$ cat src/rtl/dnn_pkg.sv
// Shared definitions for the DNN datapath blocks: register map, Q16.16 format,
// dot-engine state encoding and the fixed-point multiply helper.
package dnn_pkg;

  localparam logic [3:0] REG_CTRL  = 4'd0;
  localparam logic [3:0] REG_WADDR = 4'd2;
  localparam logic [3:0] REG_AADDR = 4'd3;
  localparam logic [3:0] REG_LEN   = 4'd5;

  localparam int FRAC_BITS = 16;

  typedef enum logic [2:0] {
    ST_IDLE,
    ST_RD_W,
    ST_WAIT_W,
    ST_RD_A,
    ST_WAIT_A,
    ST_MAC,
    ST_DONE
  } dot_state_t;

  // Signed 32x32 product, arithmetic right shift, low 32 bits kept (floor rounding).
  function automatic logic [31:0] q16_mul(input logic [31:0] w, input logic [31:0] a,
                                          input int frac);
    logic signed [63:0] p;
    p = $signed({{32{w[31]}}, w}) * $signed({{32{a[31]}}, a});
    return 32'(p >>> frac);
  endfunction

endpackage

$ cat src/rtl/q16_mac.sv
// Q16.16 multiply-accumulate with a synchronous clear; the accumulator wraps on
// overflow.
module q16_mac
  import dnn_pkg::*;
#(
  parameter int SHIFT = FRAC_BITS
) (
  input  logic        clk,
  input  logic        rst_n,
  input  logic        i_clear,
  input  logic        i_en,
  input  logic [31:0] i_w,
  input  logic [31:0] i_a,
  output logic [31:0] o_acc
);

  logic [31:0] r_acc;

  // NOTE: rst_n is an active-high synchronous reset despite its name.
  always_ff @(posedge clk) begin
    if (rst_n || i_clear) r_acc <= '0;
    else if (i_en)        r_acc <= r_acc + q16_mul(i_w, i_a, SHIFT);
  end

  assign o_acc = r_acc;

endmodule

$ cat src/rtl/dot_engine.sv
// Dot-product engine: Avalon-MM slave for configuration/result, Avalon-MM
// master streaming weight and activation vectors one element at a time.
module dot_engine
  import dnn_pkg::*;
#(
  parameter int ADDR_W    = 32,
  parameter int FRAC_BITS = dnn_pkg::FRAC_BITS
) (
  input  logic              clk,
  input  logic              rst_n,
  output logic              slave_waitrequest,
  input  logic [3:0]        slave_address,
  input  logic              slave_read,
  output logic [31:0]       slave_readdata,
  input  logic              slave_write,
  input  logic [31:0]       slave_writedata,
  input  logic              master_waitrequest,
  output logic [ADDR_W-1:0] master_address,
  output logic              master_read,
  input  logic [31:0]       master_readdata,
  input  logic              master_readdatavalid,
  output logic              master_write,
  output logic [31:0]       master_writedata
);

  dot_state_t        r_state, w_next;
  logic              r_wait;
  logic [31:0]       r_rdata;
  logic              r_mread;
  logic [ADDR_W-1:0] r_maddr;
  logic [31:0]       r_wbase, r_abase, r_len, r_idx, r_w, r_a;
  logic [31:0]       w_acc, w_issue_base, w_issue_idx;
  logic              w_busy, w_ack_go, w_start, w_rd_done, w_issue, w_mac_en;

  // Writes are only taken between runs; result reads wait for DONE.
  assign w_busy    = !(r_state == ST_IDLE || r_state == ST_DONE);
  assign w_ack_go  = r_wait && ((slave_write && !w_busy) ||
                     (slave_read && (slave_address != REG_CTRL || r_state == ST_DONE)));
  assign w_start   = w_ack_go && slave_write && slave_address == REG_CTRL;
  assign w_rd_done = !r_wait && slave_read && slave_address == REG_CTRL;

  // NOTE: every always_comb output gets a default first so no latch is inferred.
  always_comb begin
    w_next       = r_state;
    w_issue      = 1'b0;
    w_issue_base = r_wbase;
    w_issue_idx  = r_idx;
    w_mac_en     = 1'b0;
    unique case (r_state)
      ST_IDLE, ST_DONE: begin
        if (w_start) begin
          if (r_len == '0) begin
            w_next = ST_DONE;
          end else begin
            w_next      = ST_RD_W;
            w_issue     = 1'b1;
            w_issue_idx = '0;
          end
        end else if (r_state == ST_DONE && w_rd_done) begin
          w_next = ST_IDLE;
        end
      end
      ST_RD_W:   if (!master_waitrequest) w_next = ST_WAIT_W;
      ST_WAIT_W: if (master_readdatavalid) begin
        w_next       = ST_RD_A;
        w_issue      = 1'b1;
        w_issue_base = r_abase;
      end
      ST_RD_A:   if (!master_waitrequest) w_next = ST_WAIT_A;
      ST_WAIT_A: if (master_readdatavalid) w_next = ST_MAC;
      ST_MAC: begin
        w_mac_en = 1'b1;
        if (r_idx + 32'd1 < r_len) begin
          w_next      = ST_RD_W;
          w_issue     = 1'b1;
          w_issue_idx = r_idx + 32'd1;
        end else begin
          w_next = ST_DONE;
        end
      end
      default:   w_next = ST_IDLE;
    endcase
  end

  // NOTE: state registers use non-blocking assignments so all flops update together.
  always_ff @(posedge clk) begin
    if (rst_n) r_state <= ST_IDLE;
    else       r_state <= w_next;
  end

  always_ff @(posedge clk) begin
    if (rst_n) begin
      r_wait  <= 1'b1;
      r_rdata <= '0;
      r_mread <= 1'b0;
      r_maddr <= '0;
      r_wbase <= '0;
      r_abase <= '0;
      r_len   <= '0;
      r_idx   <= '0;
      r_w     <= '0;
      r_a     <= '0;
    end else begin
      r_wait  <= !w_ack_go;
      r_rdata <= (w_ack_go && slave_read && slave_address == REG_CTRL) ? w_acc : '0;
      if (w_ack_go && slave_write) begin
        case (slave_address)
          REG_WADDR: r_wbase <= slave_writedata;
          REG_AADDR: r_abase <= slave_writedata;
          REG_LEN:   r_len   <= slave_writedata;
          default:   ;
        endcase
      end
      // Request and address are held until the SDRAM accepts them.
      if (w_issue) begin
        r_mread <= 1'b1;
        r_maddr <= ADDR_W'(w_issue_base + (w_issue_idx << 2));
      end else if (!master_waitrequest) begin
        r_mread <= 1'b0;
      end
      if (w_start)       r_idx <= '0;
      else if (w_mac_en) r_idx <= r_idx + 32'd1;
      if (r_state == ST_WAIT_W && master_readdatavalid) r_w <= master_readdata;
      if (r_state == ST_WAIT_A && master_readdatavalid) r_a <= master_readdata;
    end
  end

  q16_mac #(.SHIFT(FRAC_BITS)) u_mac (
    .clk    (clk),
    .rst_n  (rst_n),
    .i_clear(w_start),
    .i_en   (w_mac_en),
    .i_w    (r_w),
    .i_a    (r_a),
    .o_acc  (w_acc)
  );

  assign slave_waitrequest = r_wait;
  assign slave_readdata    = r_rdata;
  assign master_read       = r_mread;
  assign master_address    = r_maddr;
  assign master_write      = 1'b0;
  assign master_writedata  = '0;

endmodule

$ cat config.mk
export PLATFORM = sky130hd
export DESIGN_NAME = dot_engine
export DESIGN_NICKNAME = d
export VERILOG_FILES = /design/src/rtl/dnn_pkg.sv /design/src/rtl/q16_mac.sv /design/src/rtl/dot_engine.sv
export SDC_FILE = /design/constraint.sdc
export NUM_CORES = 2
export LEC_CHECK = 0
export CAP_MARGIN = 20
export CORE_MARGIN = 2
export CORE_UTILIZATION = 30
export DETAILED_ROUTE_END_ITERATION = 8
export PLACE_DENSITY = 0.45
export SLEW_MARGIN = 20
export SYNTH_ARGS = -nofsm -noshare
export SYNTH_HDL_FRONTEND = slang
export SYNTH_HIERARCHICAL = 1
export SYNTH_SLANG_ARGS = --single-unit
$ cat constraint.sdc
create_clock -name clk -period 12.9 [get_ports clk]
set_input_delay 2.58 -clock clk [delete_from_list [all_inputs] [get_ports clk]]
set_output_delay 2.58 -clock clk [all_outputs]
set_load 0.005 [all_outputs]
; Word level (Yosys, flattened, before mapping)
; Cells that the tools add are included.
[word_totals]
register_bits = 293
in_bits = 74
out_inout_bits = 99
[classes]
addsub = 3
mul = 1
order_cmp = 1
n_eq_ne = 15
muxes = 23
bitwise = 1
reduce_logical = 29
[ops]
columns = cell, n
row1 = two-way mux 30 bit, 3
row2 = adder 32 bit, 2
row3 = two-way mux 32 bit, 2
row4 = case mux 30 bit (2 select lines), 1
row5 = multiplier 32 x 32 -> 48 bit, 1
row6 = "adder 32 x 1 -> 32 bit, second input constant", 1
row7 = zero test 32 bit, 1
row8 = < comparator 32 bit, 1
row9 = two-way mux 3 bit, 8
row10 = case mux 3 bit (6 select lines), 1
row11 = logical AND 1 bit, 12
row12 = "== test 3 bit, second input constant", 3
row13 = "== test 4 x 2 -> 1 bit, second input constant", 2
row14 = "!= test 2 bit, second input constant", 4
row15 = two-way mux 1 bit, 7
row16 = "== test 3 x 2 -> 1 bit, second input constant", 2
row17 = AND reduction 2 bit, 3
row18 = OR reduction 2 bit, 3
row19 = AND reduction 5 bit, 1
row20 = "== test 4 x 3 -> 1 bit, second input constant", 1
row21 = zero test 4 bit, 1
row22 = logical OR 1 bit, 4
row23 = nonzero test 4 bit, 1
row24 = "== test 3 x 1 -> 1 bit, second input constant", 1
row25 = other kinds (6), 7

; Depth between registers and ports, before layout
[logic_depth]
depth_word = 10
ltp_mapped = 40

; Modules after synthesis
; Netlist, hierarchy kept.
[modules_own_cells]
columns = module, instances, cells_per_inst, area_per_inst_um2, seq_area_each_um2
row1 = q16_mac, 1, 3365, 31138.6, 640.6
row2 = dot_engine, 1, 1751, 13143.9, 5225.0

; Worst setup path before layout
; OpenSTA, ideal clock, no wires.
[synth_path]
path_kind = reg-to-reg
startpoint = register r_a[6]
endpoint = register u_mac.r_acc[31], in the netlist u_mac/o_acc[31]
setup_ns = 0.070
arrival_ns = 9.510
required_time_ns = 12.830
slack_ns = 3.321
path_stages_with_launch = 38
n_path_buf = 1
cell_sequence = dfxtp_1 clkbuf_1 and2_1 fa_1 fa_1 fa_1 inv_1 fa_1 inv_1 fa_1 inv_1 fa_1 inv_1 fa_1 fa_1 ha_1 a21o_1 a21o_1 [... 2 more ...] o21bai_1 a311o_1 a21oi_4 o221ai_2 a21oi_2 xnor2_1 ha_1 a21oi_1 o21ai_0 nor2_1 a22oi_4 a2111oi_4 o31ai_4 a21oi_2 a31oi_1 xnor3_1 or3_1 a21oi_1
[synth_via]
elab_chain_cells = 2
[synth_lines]
columns = item, line
row1 = from (decl), dot_engine.sv:31  ; logic [31:0] r_wbase, r_abase, r_len, r_idx, r_w, r_a;
row2 = from (signal assigned), dot_engine.sv:124  ; if (r_state == ST_WAIT_A && master_readdatavalid) r_a <= master_readdata;
row3 = multiplier 32 x 32 -> 48 bit, dnn_pkg.sv:26  ; p = $signed({{32{w[31]}}, w}) * $signed({{32{a[31]}}, a});
row4 = adder 32 bit, q16_mac.sv:22  ; else if (i_en) r_acc <= r_acc + q16_mul(i_w, i_a, SHIFT);
row5 = to (signal assigned), q16_mac.sv:22
row6 = to (decl), q16_mac.sv:17  ; logic [31:0] r_acc;
; No other way between the ends.
; A chain may end at the register's enable or synchronous reset.

; Worst setup path after layout
[layout_path]
startpoint = register r_w[13]
endpoint = register u_mac.r_acc[31], in the netlist u_mac/o_acc[31]
[layout_via]
elab_chain_cells = 2
[layout_lines]
columns = item, line
row1 = from (decl), dot_engine.sv:31
row2 = from (signal assigned), dot_engine.sv:123  ; if (r_state == ST_WAIT_W && master_readdatavalid) r_w <= master_readdata;
row3 = multiplier 32 x 32 -> 48 bit, dnn_pkg.sv:26
row4 = adder 32 bit, q16_mac.sv:22
; No other way between the ends.

==> impl_metrics.json <==
{
  "p_per_area_nw_per_um2": 45.8,
  "synth_area_um2": 44300,
  "synth.avg_cell_area_um2": 8.66,
  "wire_per_inst_um": 19.3,
  "n_antenna_cell": 0,
  "maxSlewHeadroom": 0.266,
  "finalCritPeriodShare": 0.851,
  "rsz0062_at_grt": "false",
  "critical_path_class": "flip-flop to flip-flop",
  "slowest_delay_ns": 0.96,
  "final_max_slew_viol_count": 0,
  "portBuffers": 139,
  "cp-end-kind": "flip-flop",
  "totalWireLength_um": 136000,
  "hold_viol": 0,
  "grt_first_pass_wirelength_um": 212000,
  "post_cts_buffers": 0,
  "start_kind": "flip-flop",
  "drtAntennaViolNets": 0,
  "synth.area.top_cells": "fa_1 (38%), dfxtp_1 (13%), nand2_1 (7.8%), and2_1 (7.6%), inv_1 (7.3%)",
  "ir_drop_v": 0.0000928,
  "post-dp-hpwl_um": 109000,
  "via_per_inst": 4.68,
  "die_h_um": 388,
  "fp.coreArea_um2": 146000,
  "ys_ff_latch": 293,
  "htreeDepth": 2,
  "post-route-min-period_ns": 10.98,
  "drive_gt1_frac": 0.0418,
  "power.switching_mw": 0.580,
  "p_leak_nw": 22.8,
  "crit_top_cell": "fa_1",
  "drc": 0,
  "tightest_slew_ns": 1.10,
  "p_int_mw": 1.67,
  "synth_top_cell_by_area": "fa_1",
  "final_nets": 6281,
  "fp-row-count": 140,
  "p_sw_frac": 0.258,
  "finalSetupViolCount": 0,
  "max_freq_ghz": 0.0911,
  "fin_tns_setup_ns": 0,
  "cap_viol_max_count": 0,
  "initialDrtViolationCount": 1621,
  "yosys_warnings": 6,
  "path_clk_slew_ns": 0.07,
  "hold_buffers": 0,
  "critical_path_required_ns": 13.45,
  "post_cts_resize_count": 0,
  "status": "completed",
  "power_mw": 2.25,
  "async_flop_share": 0,
  "cp.arrival_ns": 11.53,
  "hp-class": "flip-flop to flip-flop",
  "die_area_um2": 151000,
  "clock_sinks": 293,
  "clock-root-buffer": "clkbuf_16",
  "syn_inst": 5116,
  "antenna_found_initial": 2,
  "die-width_um": 388,
  "routabilityCongestion": 0.834,
  "cts_max_path_buffers": 3,
  "synth_seq_area_share": 0.132,
  "synth.distinct_cells": 89,
  "start_util": 0.303,
  "yosys_most_used_dff": "dfxtp_1",
  "combPwrFrac": 0.038,
  "path_max_fanout": 16,
  "cts_tree": "done",
  "insertion_delay_ns": 0.63,
  "p_clk_frac": 0.558,
  "synthToLayoutAreaGrowth_pct": 10.9,
  "drt-pass1-iter-count": 5,
  "grt-ovfl-total": 0,
  "cts_buffers": 43,
  "seqPwrFrac": 0.405,
  "fin_skew_ns": 0.0260,
  "grt.total_usage": 0.182,
  "netlist.area_leader.share": 0.380,
  "grt_max_degree": 116,
  "vias": 33100,
  "grt_pass1_vias": 35100,
  "io_pins": 173,
  "synth_edf_count": 0,
  "cp_slowest_cell": "dfxtp_1"
}
-- path summary, 6_finish.rpt --
| path | to | cells after the start | from | slack (ns) |
|---|---|---|---|---|
| max | u_mac/o_acc[31] | 31 | r_w[13] | 1.92 |
| min | r_wbase[1] | 2 | r_wbase[1] | 0.45 |
| max reg2reg | u_mac/o_acc[31] | 31 | r_w[13] | 1.92 |
| min reg2reg | r_wbase[1] | 2 | r_wbase[1] | 0.45 |
-- registers in the layout, summed over array words and instances (netlist names) --
name	count
r_len	32
master_read	1
r_wbase	32
u_mac/o_acc	32
slave_readdata	32
r_abase	32
r_w	32
r_state	3
master_address	32
r_idx	32
slave_waitrequest	1
r_a	32
-- final cells by class --
class | count | area [um^2]
multi-input cells | 3673 | 34000
fillers | 15500 | 97000
well taps | 1917 | 2400
flip-flops and latches | 293 | 5870
inverters | 866 | 3250
repair buffers | 231 | 2140
clock buffers | 54 | 1170
clock inverters | 24 | 300
-- layer usage --
metal | part of all wire | GRT usage
met5 | 0 | 0
met4 | 0.028 | 0.0501
met3 | 0.037 | 0.0213
met2 | 0.50 | 0.318
met1 | 0.44 | 0.238
-- per-stage QoR --
step,hold WS [ns],cells,cell area (um^2),util,setup slack [ns]
final,0.452,7058,49100,0.336,1.92
after global routing,0.466,7058,49100,0.336,1.41
after CTS,0.455,7056,49100,0.336,1.94
after detailed placement,0.447,6978,47600,0.326,1.96
after global placement,0.442,6977,47600,0.326,2.00
after floorplan,0.435,5148,44400,-,3.32
-- worst max-delay path, delay by kind of cell, from the launching register on --
| kind | cells | cell delay (ns) |
|---|---|---|
| and+or+nand+nor | 5 | 1.92 |
| AOI/OAI and AO/OA | 11 | 2.37 |
| DFF | 1 | 0.96 |
| buffers and inverters | 3 | 0.47 |
| xor gates and xnor gates | 2 | 0.63 |
| adders and majority gates | 10 | 4.52 |
-- cell usage after synthesis, types with 18 or more instances --
| master | instances |
|---|---|
| nand3_1 | 39 |
| xnor2_1 | 114 |
| a21oi_1 | 278 |
| clkbuf_1 | 258 |
| inv_1 | 866 |
| nor2_1 | 152 |
| o21ai_0 | 79 |
| buf_4 | 34 |
| mux2i_1 | 29 |
| a21o_1 | 43 |
| nand2_1 | 919 |
| nor2b_1 | 18 |
| xor2_1 | 58 |
| a211oi_1 | 19 |
| and2_1 | 535 |
| nor3_1 | 21 |
| fa_1 | 840 |
| ha_1 | 259 |
| dfxtp_1 | 293 |
-- kinds of logic after synthesis --
family | count (synthesis) | synth area share
multiplexers | 29 | 0.00656
AND/OR/NAND/NOR | 1793 | 0.193
AO/OA/AOI/OAI | 546 | 0.0766
XOR/XNOR | 173 | 0.0345
flip-flops | 293 | 0.132
adder cells (fa/ha/maj) | 1099 | 0.453
buffers and inverters | 1182 | 0.104
other | 1 | 0.0000847
-- power by group through the flow --
stage / registers (mW) / clock network [mW] / logic, mW
floorplan: 0.929 / 0 / 0.0392
global placement: 0.930 / 0 / 0.0852
detailed placement: 0.930 / 0 / 0.0851
CTS: 0.910 / 1.31 / 0.0854
global route: 0.910 / 1.33 / 0.0918
finish: 0.911 / 1.26 / 0.0851
-- cell usage in the layout, fill, tap and decap left out, types with 88 or more instances in the layout --
master	instances
fa_1	840
dfxtp_1	289
a21oi_1	278
xnor2_1	114
nor2_1	150
and2_1	535
inv_1	865
ha_1	259
nand2_1	919
buf_4	88
clkdlybuf4s50_1	138
Power figures use the tool's default switching activity.
